===== src/rtl/ctrl_pkg.sv =====
// Shared definitions for the back-end control-word pipeline.
// Latency: n/a (constants and types only).
// Backpressure: n/a.
package ctrl_pkg;

    // Back-end stage indices; stage 0 is where multi-cycle ops are held.
    localparam int STG_EX = 0;
    localparam int STG_ME = 1;
    localparam int STG_WB = 2;

    // Bit offsets of the decoded fields inside the control word.
    localparam int CF_MEMTOREG   = 0;
    localparam int CF_MEMWRITE   = 1;
    localparam int CF_ALUSRC     = 2;
    localparam int CF_REGDST     = 3;
    localparam int CF_REGWRITE   = 4;
    localparam int CF_ALUCONTROL = 5;   // 6 bits: [10:5]
    localparam int CF_ALUCTL_W   = 6;
    localparam int CF_HILOTOREG  = 11;
    localparam int CF_HIORLO     = 12;
    localparam int CF_HIWRITE    = 13;
    localparam int CF_LOWRITE    = 14;

    // EX occupancy FSM states.
    typedef enum logic {
        IDLE = 1'b0,
        BUSY = 1'b1
    } mc_state_e;

endpackage


===== src/rtl/ctrl_stage_reg.sv =====
// One pipeline stage register holding a control word plus its valid bit.
// Latency: 1 cycle from d to q when loading.
// Backpressure: hold_i keeps contents; flush_i clears and wins over hold; bubble_i loads an empty slot.
module ctrl_stage_reg #(
    parameter int W = 16
) (
    input  logic         clk,
    input  logic         rst,
    input  logic         flush_i,
    input  logic         hold_i,
    input  logic         bubble_i,
    input  logic [W-1:0] ctrl_d_i,
    input  logic         valid_d_i,
    output logic [W-1:0] ctrl_o,
    output logic         valid_o
);

    logic [W-1:0] ctrl_q;
    logic         valid_q;

    // Stage update: reset, then flush, then hold, then bubble or load; invalid words are stored as zero.
    always_ff @(posedge clk) begin
        if (!rst) begin
            ctrl_q  <= '0;
            valid_q <= 1'b0;
        end else if (flush_i) begin
            ctrl_q  <= '0;
            valid_q <= 1'b0;
        end else if (hold_i) begin
            ctrl_q  <= ctrl_q;
            valid_q <= valid_q;
        end else if (bubble_i || !valid_d_i) begin
            ctrl_q  <= '0;
            valid_q <= 1'b0;
        end else begin
            ctrl_q  <= ctrl_d_i;
            valid_q <= 1'b1;
        end
    end

    assign ctrl_o  = ctrl_q;
    assign valid_o = valid_q;

endmodule


===== src/rtl/ctrl_pipe_mc.sv =====
// Control-word pipeline from ID through NSTAGE back-end stages, with EX multi-cycle occupancy.
// Latency: word accepted at edge k is on stage j after edge k+j when nothing holds.
// Backpressure: per-stage holds propagate upstream; a held stage sends bubbles downstream; in_ready = ~hold[0].
module ctrl_pipe_mc
    import ctrl_pkg::*;
#(
    parameter int W      = 16,
    parameter int NSTAGE = 3,
    parameter int MC_LAT = 4
) (
    input  logic                  clk,
    input  logic                  rst,
    input  logic [W-1:0]          ctrl_in,
    input  logic                  valid_in,
    input  logic                  mc_in,
    input  logic [NSTAGE-1:0]     stall,
    input  logic [NSTAGE-1:0]     flush,
    output logic [NSTAGE*W-1:0]   ctrl_out,
    output logic [NSTAGE-1:0]     valid_out,
    output logic                  in_ready,
    output logic                  stall_req,
    output logic                  mc_busy
);

    localparam int CNTW = $clog2(MC_LAT + 1);
    localparam logic [CNTW-1:0] CNT_INIT = CNTW'(MC_LAT - 1);
    localparam logic [CNTW-1:0] CNT_ONE  = CNTW'(1);

    mc_state_e          state_q;
    logic [CNTW-1:0]    cnt_q;
    logic               mc_hold;
    logic [NSTAGE-1:0]  hold;
    logic               load_ex;
    logic [W-1:0]       stg_ctrl [NSTAGE];
    logic [NSTAGE-1:0]  stg_vld;

    // EX is blocked while an unfinished multi-cycle op still has cycles left.
    assign mc_hold   = (cnt_q != '0);
    assign stall_req = mc_hold;
    assign mc_busy   = (state_q == BUSY);
    assign in_ready  = ~hold[STG_EX];
    assign load_ex   = ~flush[STG_EX] & ~hold[STG_EX];

    // Effective hold chain: each stage holds if it or anything downstream stalls.
    always_comb begin
        logic [NSTAGE-1:0] h_v;
        h_v = '0;
        for (int i = NSTAGE - 1; i >= 0; i--) begin
            if (i == NSTAGE - 1) begin
                h_v[i] = stall[i];
            end else begin
                h_v[i] = stall[i] | h_v[i+1];
            end
        end
        h_v[STG_EX] = h_v[STG_EX] | mc_hold;
        hold = h_v;
    end

    genvar g;
    generate
        for (g = 0; g < NSTAGE; g++) begin : g_stage
            if (g == STG_EX) begin : g_ex
                ctrl_stage_reg #(.W(W)) u_reg (
                    .clk       (clk),
                    .rst       (rst),
                    .flush_i   (flush[g]),
                    .hold_i    (hold[g]),
                    .bubble_i  (1'b0),
                    .ctrl_d_i  (ctrl_in),
                    .valid_d_i (valid_in),
                    .ctrl_o    (stg_ctrl[g]),
                    .valid_o   (stg_vld[g])
                );
            end else begin : g_back
                ctrl_stage_reg #(.W(W)) u_reg (
                    .clk       (clk),
                    .rst       (rst),
                    .flush_i   (flush[g]),
                    .hold_i    (hold[g]),
                    .bubble_i  (hold[g-1]),
                    .ctrl_d_i  (stg_ctrl[g-1]),
                    .valid_d_i (stg_vld[g-1]),
                    .ctrl_o    (stg_ctrl[g]),
                    .valid_o   (stg_vld[g])
                );
            end
            assign ctrl_out[g*W +: W] = stg_ctrl[g];
            assign valid_out[g]       = stg_vld[g];
        end
    endgenerate

    // Occupancy FSM: an accepted mc op arms the counter, which drains one per cycle regardless of stalls.
    always_ff @(posedge clk) begin
        if (!rst) begin
            state_q <= IDLE;
            cnt_q   <= '0;
        end else if (flush[STG_EX]) begin
            state_q <= IDLE;
            cnt_q   <= '0;
        end else begin
            case (state_q)
                IDLE: begin
                    if (load_ex && valid_in && mc_in && (MC_LAT > 1)) begin
                        state_q <= BUSY;
                        cnt_q   <= CNT_INIT;
                    end
                end
                BUSY: begin
                    cnt_q <= cnt_q - CNT_ONE;
                    if (cnt_q == CNT_ONE) begin
                        state_q <= IDLE;
                    end
                end
                default: begin
                    state_q <= IDLE;
                    cnt_q   <= '0;
                end
            endcase
        end
    end

endmodule

===== config.mk =====
export PLATFORM = sky130hd
export DESIGN_NAME = ctrl_pipe_mc
export DESIGN_NICKNAME = d
export VERILOG_FILES = /design/src/rtl/ctrl_pkg.sv /design/src/rtl/ctrl_stage_reg.sv /design/src/rtl/ctrl_pipe_mc.sv
export SDC_FILE = /design/constraint.sdc
export NUM_CORES = 1
export LEC_CHECK = 0
export BUFFER_PORTS_ARGS = -buffer_cell sky130_fd_sc_hd__buf_2
export CAP_MARGIN = 20
export CELL_PAD_IN_SITES_DETAIL_PLACEMENT = 2
export CELL_PAD_IN_SITES_GLOBAL_PLACEMENT = 2
export CORE_MARGIN = 2
export CORE_UTILIZATION = 30
export CTS_CLUSTER_DIAMETER = 200
export CTS_CLUSTER_SIZE = 25
export DETAILED_ROUTE_END_ITERATION = 16
export PLACE_DENSITY_LB_ADDON = 0.2
export SYNTH_ARGS = -nofsm -noshare
export SYNTH_HDL_FRONTEND = slang
export SYNTH_SLANG_ARGS = --single-unit

===== constraint.sdc =====
create_clock -name clk -period 5.43 [get_ports clk]
set_input_delay 0.8145 -clock clk [delete_from_list [all_inputs] [get_ports clk]]
set_output_delay 0.8145 -clock clk [all_outputs]
set_load 0.05 [all_outputs]

==> flow_summary_export.csv <==
group,metric,value,unit
logic_synthesis,synthAdderAreaFrac,0.0186,
final_layout,layout-drive-gt1-share,0.368,
setup_path,critPathLaunchType,"input pin",
routing,num_vias,1798,
logic_synthesis,synth-simple-area-share,0.141,
logic_synthesis,ys_ff_latch,55,
clocking,clk-insertion-delay-late,320,ps
final_layout,final_cells,349,
logic_synthesis,synthMuxAreaShare,0,
routing,ant_nets,0,
clocking,cts_tree,"built",
timing,hold_violations,0,
power,p_comb_frac,0.057,
logic_synthesis,synthCells,205,
timing,relSlewSlack,0.283,
timing,finalSetupViolCount,0,
hold_path,hold_path_class,"reg -> reg",
timing,setup_ws,2040,ps
global_route,antenna_found_initial,0,
placement,dp.cells,341,
logic_synthesis,synth.avg_cell_area,9.83,µm²
logic_synthesis,yosys_warnings,0,
power,intPower,512,µW
routing,drc,0,
setup_path,cp_data_arrival_time,2580,ps
final_layout,final_common_cell,"buf_2",
logic_synthesis,yosys_most_used_dff,"dfxtp_1",
timing,fin_crit,3390,ps
die,design.die.area,7390,µm²
global_route,grt_pass1_wl,9670,µm
setup_path,crit_chain,"buf_2, or4b_1, clkinv_4, buf_2",
setup_path,end_kind,"primary output",
power,power.density,277,nW/µm²
die,core-area,6420,µm²
clocking,postCtsResizedCells,0,
global_route,grt-ovfl-total,0,
timing,fin_hold_ws,486,ps
power,clkPwrFrac,0.356,
timing,max_freq,295,MHz
placement,place_ws,2030,ps
setup_path,slowest_delay,940,ps
clocking,clk_path_buf_depth,2,
clocking,cts_sinks,55,
routing,post_drt_via_cell_ratio,5.15,
placement,placement.io_buffers,79,
job,drv_cap,0,
routing,drtPass1Iterations,4,
power,p_switching,179,µW
placement,dp_hpwl,4340,µm
logic_synthesis,ys_seq_area_frac,0.547,
timing,finalCritPeriodShare,0.625,
clocking,clkTransAtPathRegs,100,ps
power,switching_share,0.259,
clocking,cts_buffers,5,
global_route,grt_max_degree,22,
setup_path,slowest_stage,"or4b_1",
setup_path,crit_top_cell,"buf_2",
logic_synthesis,synthesis.nets,234,
clocking,ctsHoldBuffers,0,
final_layout,num_antenna_cells,0,
die,die_w,85.9,µm
global_route,grt_pass1_vias,1872,
timing,finalMaxSlewViolations,0,
global_route,grt_usage,0.166,
logic_synthesis,synth_compound_area_frac,0.225,
logic_synthesis,synth_top_family_by_area,"compound AO/OA/AOI/OAI gates",
timing,rsz0062_at_grt,"false",
setup_path,critical-path-top-delay-family,"simple AND/OR/NAND/NOR gates",
setup_path,critPathKind,"in -> out",
logic_synthesis,syn_area,2010,µm²
power,seq_power_share,0.587,
power,ir_worst_vdd,0.000114,V
setup_path,critPathMaxFanout,21,
timing,tns,0,ps
final_layout,area_growth,23.9,%
setup_path,worstPathRequired,4620,ps
routing,wl,6000,µm
timing,clock_skew,7.34,ps
logic_synthesis,synth-edff-count,0,
final_layout,post-route-util,0.389,
status,run_status,"completed",
routing,initialDrtViolationCount,66,
clocking,htreeDepth,2,
logic_synthesis,synthArstFlopShare,0,
clocking,cts-root-buf,"clkbuf_8",
logic_synthesis,synth_xor_area_frac,0,
placement,place.gp.congestion,0.720,
routing,wl_per_cell,17.2,µm
die,start_util,0.314,
die,io_pins,80,
power,leakage,1.11,nW
die,die_y,85.9,µm
final_layout,final_nets,300,
timing,tightest_slew,1070,ps
setup_path,path_buf_inv,3,
logic_synthesis,synth_cell_type_count,27,
die,rows,29,
final_layout,final_cell_mix,"buf_2, dfxtp_1, a21oi_1",
clocking,postCtsSetupBuffers,0,
-- flip-flops by register name, indices dropped and copies added (netlist names) --
register,count
g_stage.g_back.u_reg.ctrl_o,32
mc_busy,1
g_stage.g_ex.u_reg.ctrl_o,16
g_stage.g_ex.u_reg.valid_o,1
cnt_q,3
g_stage.g_back.u_reg.valid_o,2
-- metrics by stage --
step           cell area [µm²]  total power [mW]
6_report                  2500             0.691
5_1_grt                   2500             0.719
4_1_cts                   2500             0.700
3_5_place_dp              2400             0.455
3_3_place_gp              2400             0.455
2_1_floorplan             2010             0.439
-- routing by layer --
layer,GRT usage,vias up,part of all wire
met5,0,-,0
met4,0.0390,0,0.010
met3,0.0385,5,0.060
met2,0.290,54,0.49
met1,0.207,875,0.44
li1,-,864,-
-- kinds of logic after synthesis --
logic type               after synthesis
AO/OA/AOI/OAI                         60
adder cells (fa/ha/maj)                3
buffers and inverters                 26
flip-flops                            55
AND/OR/NAND/NOR                       61
-- power groups by stage --
stage | sequential (mW) | combinational [mW] | clock [mW]
after floorplan | 0.418 | 0.0210 | 0
after global placement | 0.415 | 0.0397 | 0
after detailed placement | 0.415 | 0.0403 | 0
after CTS | 0.406 | 0.0405 | 0.253
after global routing | 0.406 | 0.0439 | 0.270
final | 0.406 | 0.0396 | 0.246
-- worst reg2reg max path: stages (launching register included) --
cell and delay (ps):
dfxtp_1 390, inv_1 60, ha_1 190, ha_1 190
or4b_1 670, clkinv_4 320, and2_4 330, a32o_2 280
-- synthesized netlist by cell type (3+ instances only) --
cell | n | share of area
ha_1 | 3 | 0.019
dfxtp_1 | 55 | 0.55
nand3_1 | 16 | 0.040
nand2_1 | 19 | 0.035
nor2_1 | 17 | 0.032
a32o_1 | 7 | 0.035
a21oi_1 | 20 | 0.050
inv_1 | 4 | 0.0075
a32o_2 | 9 | 0.050
buf_4 | 3 | 0.011
a22oi_1 | 16 | 0.060
buf_6 | 3 | 0.017
o21a_1 | 4 | 0.015
clkbuf_1 | 13 | 0.024
-- final cells by class --
type                            count  area (µm²)
Multi-Input combinational cell    124         776
Clock inverter                      3        27.5
Fill cell                         729        3930
Clock buffer                        5        68.8
Sequential cell                    55        1100
Timing Repair Buffer               80         403
Inverter                            5        23.8
Tap cell                           77        96.3
-- worst paths after layout --
| path | startpoint | slack (ps) | to | cells past startpoint |
|---|---|---|---|---|
| hold / removal | g_stage[0].g_ex.u_reg.valid_o | 490 | g_stage[0].g_ex.u_reg.valid_o | 2 |
| hold reg to reg | g_stage[0].g_ex.u_reg.valid_o | 490 | g_stage[0].g_ex.u_reg.valid_o | 2 |
| setup reg to reg | cnt_q[0] | 2900 | g_stage[1].g_back.u_reg.ctrl_o[3] | 7 |
| setup / recovery | stall[2] | 2040 | in_ready | 4 |
Power figures use the tool's default switching activity.
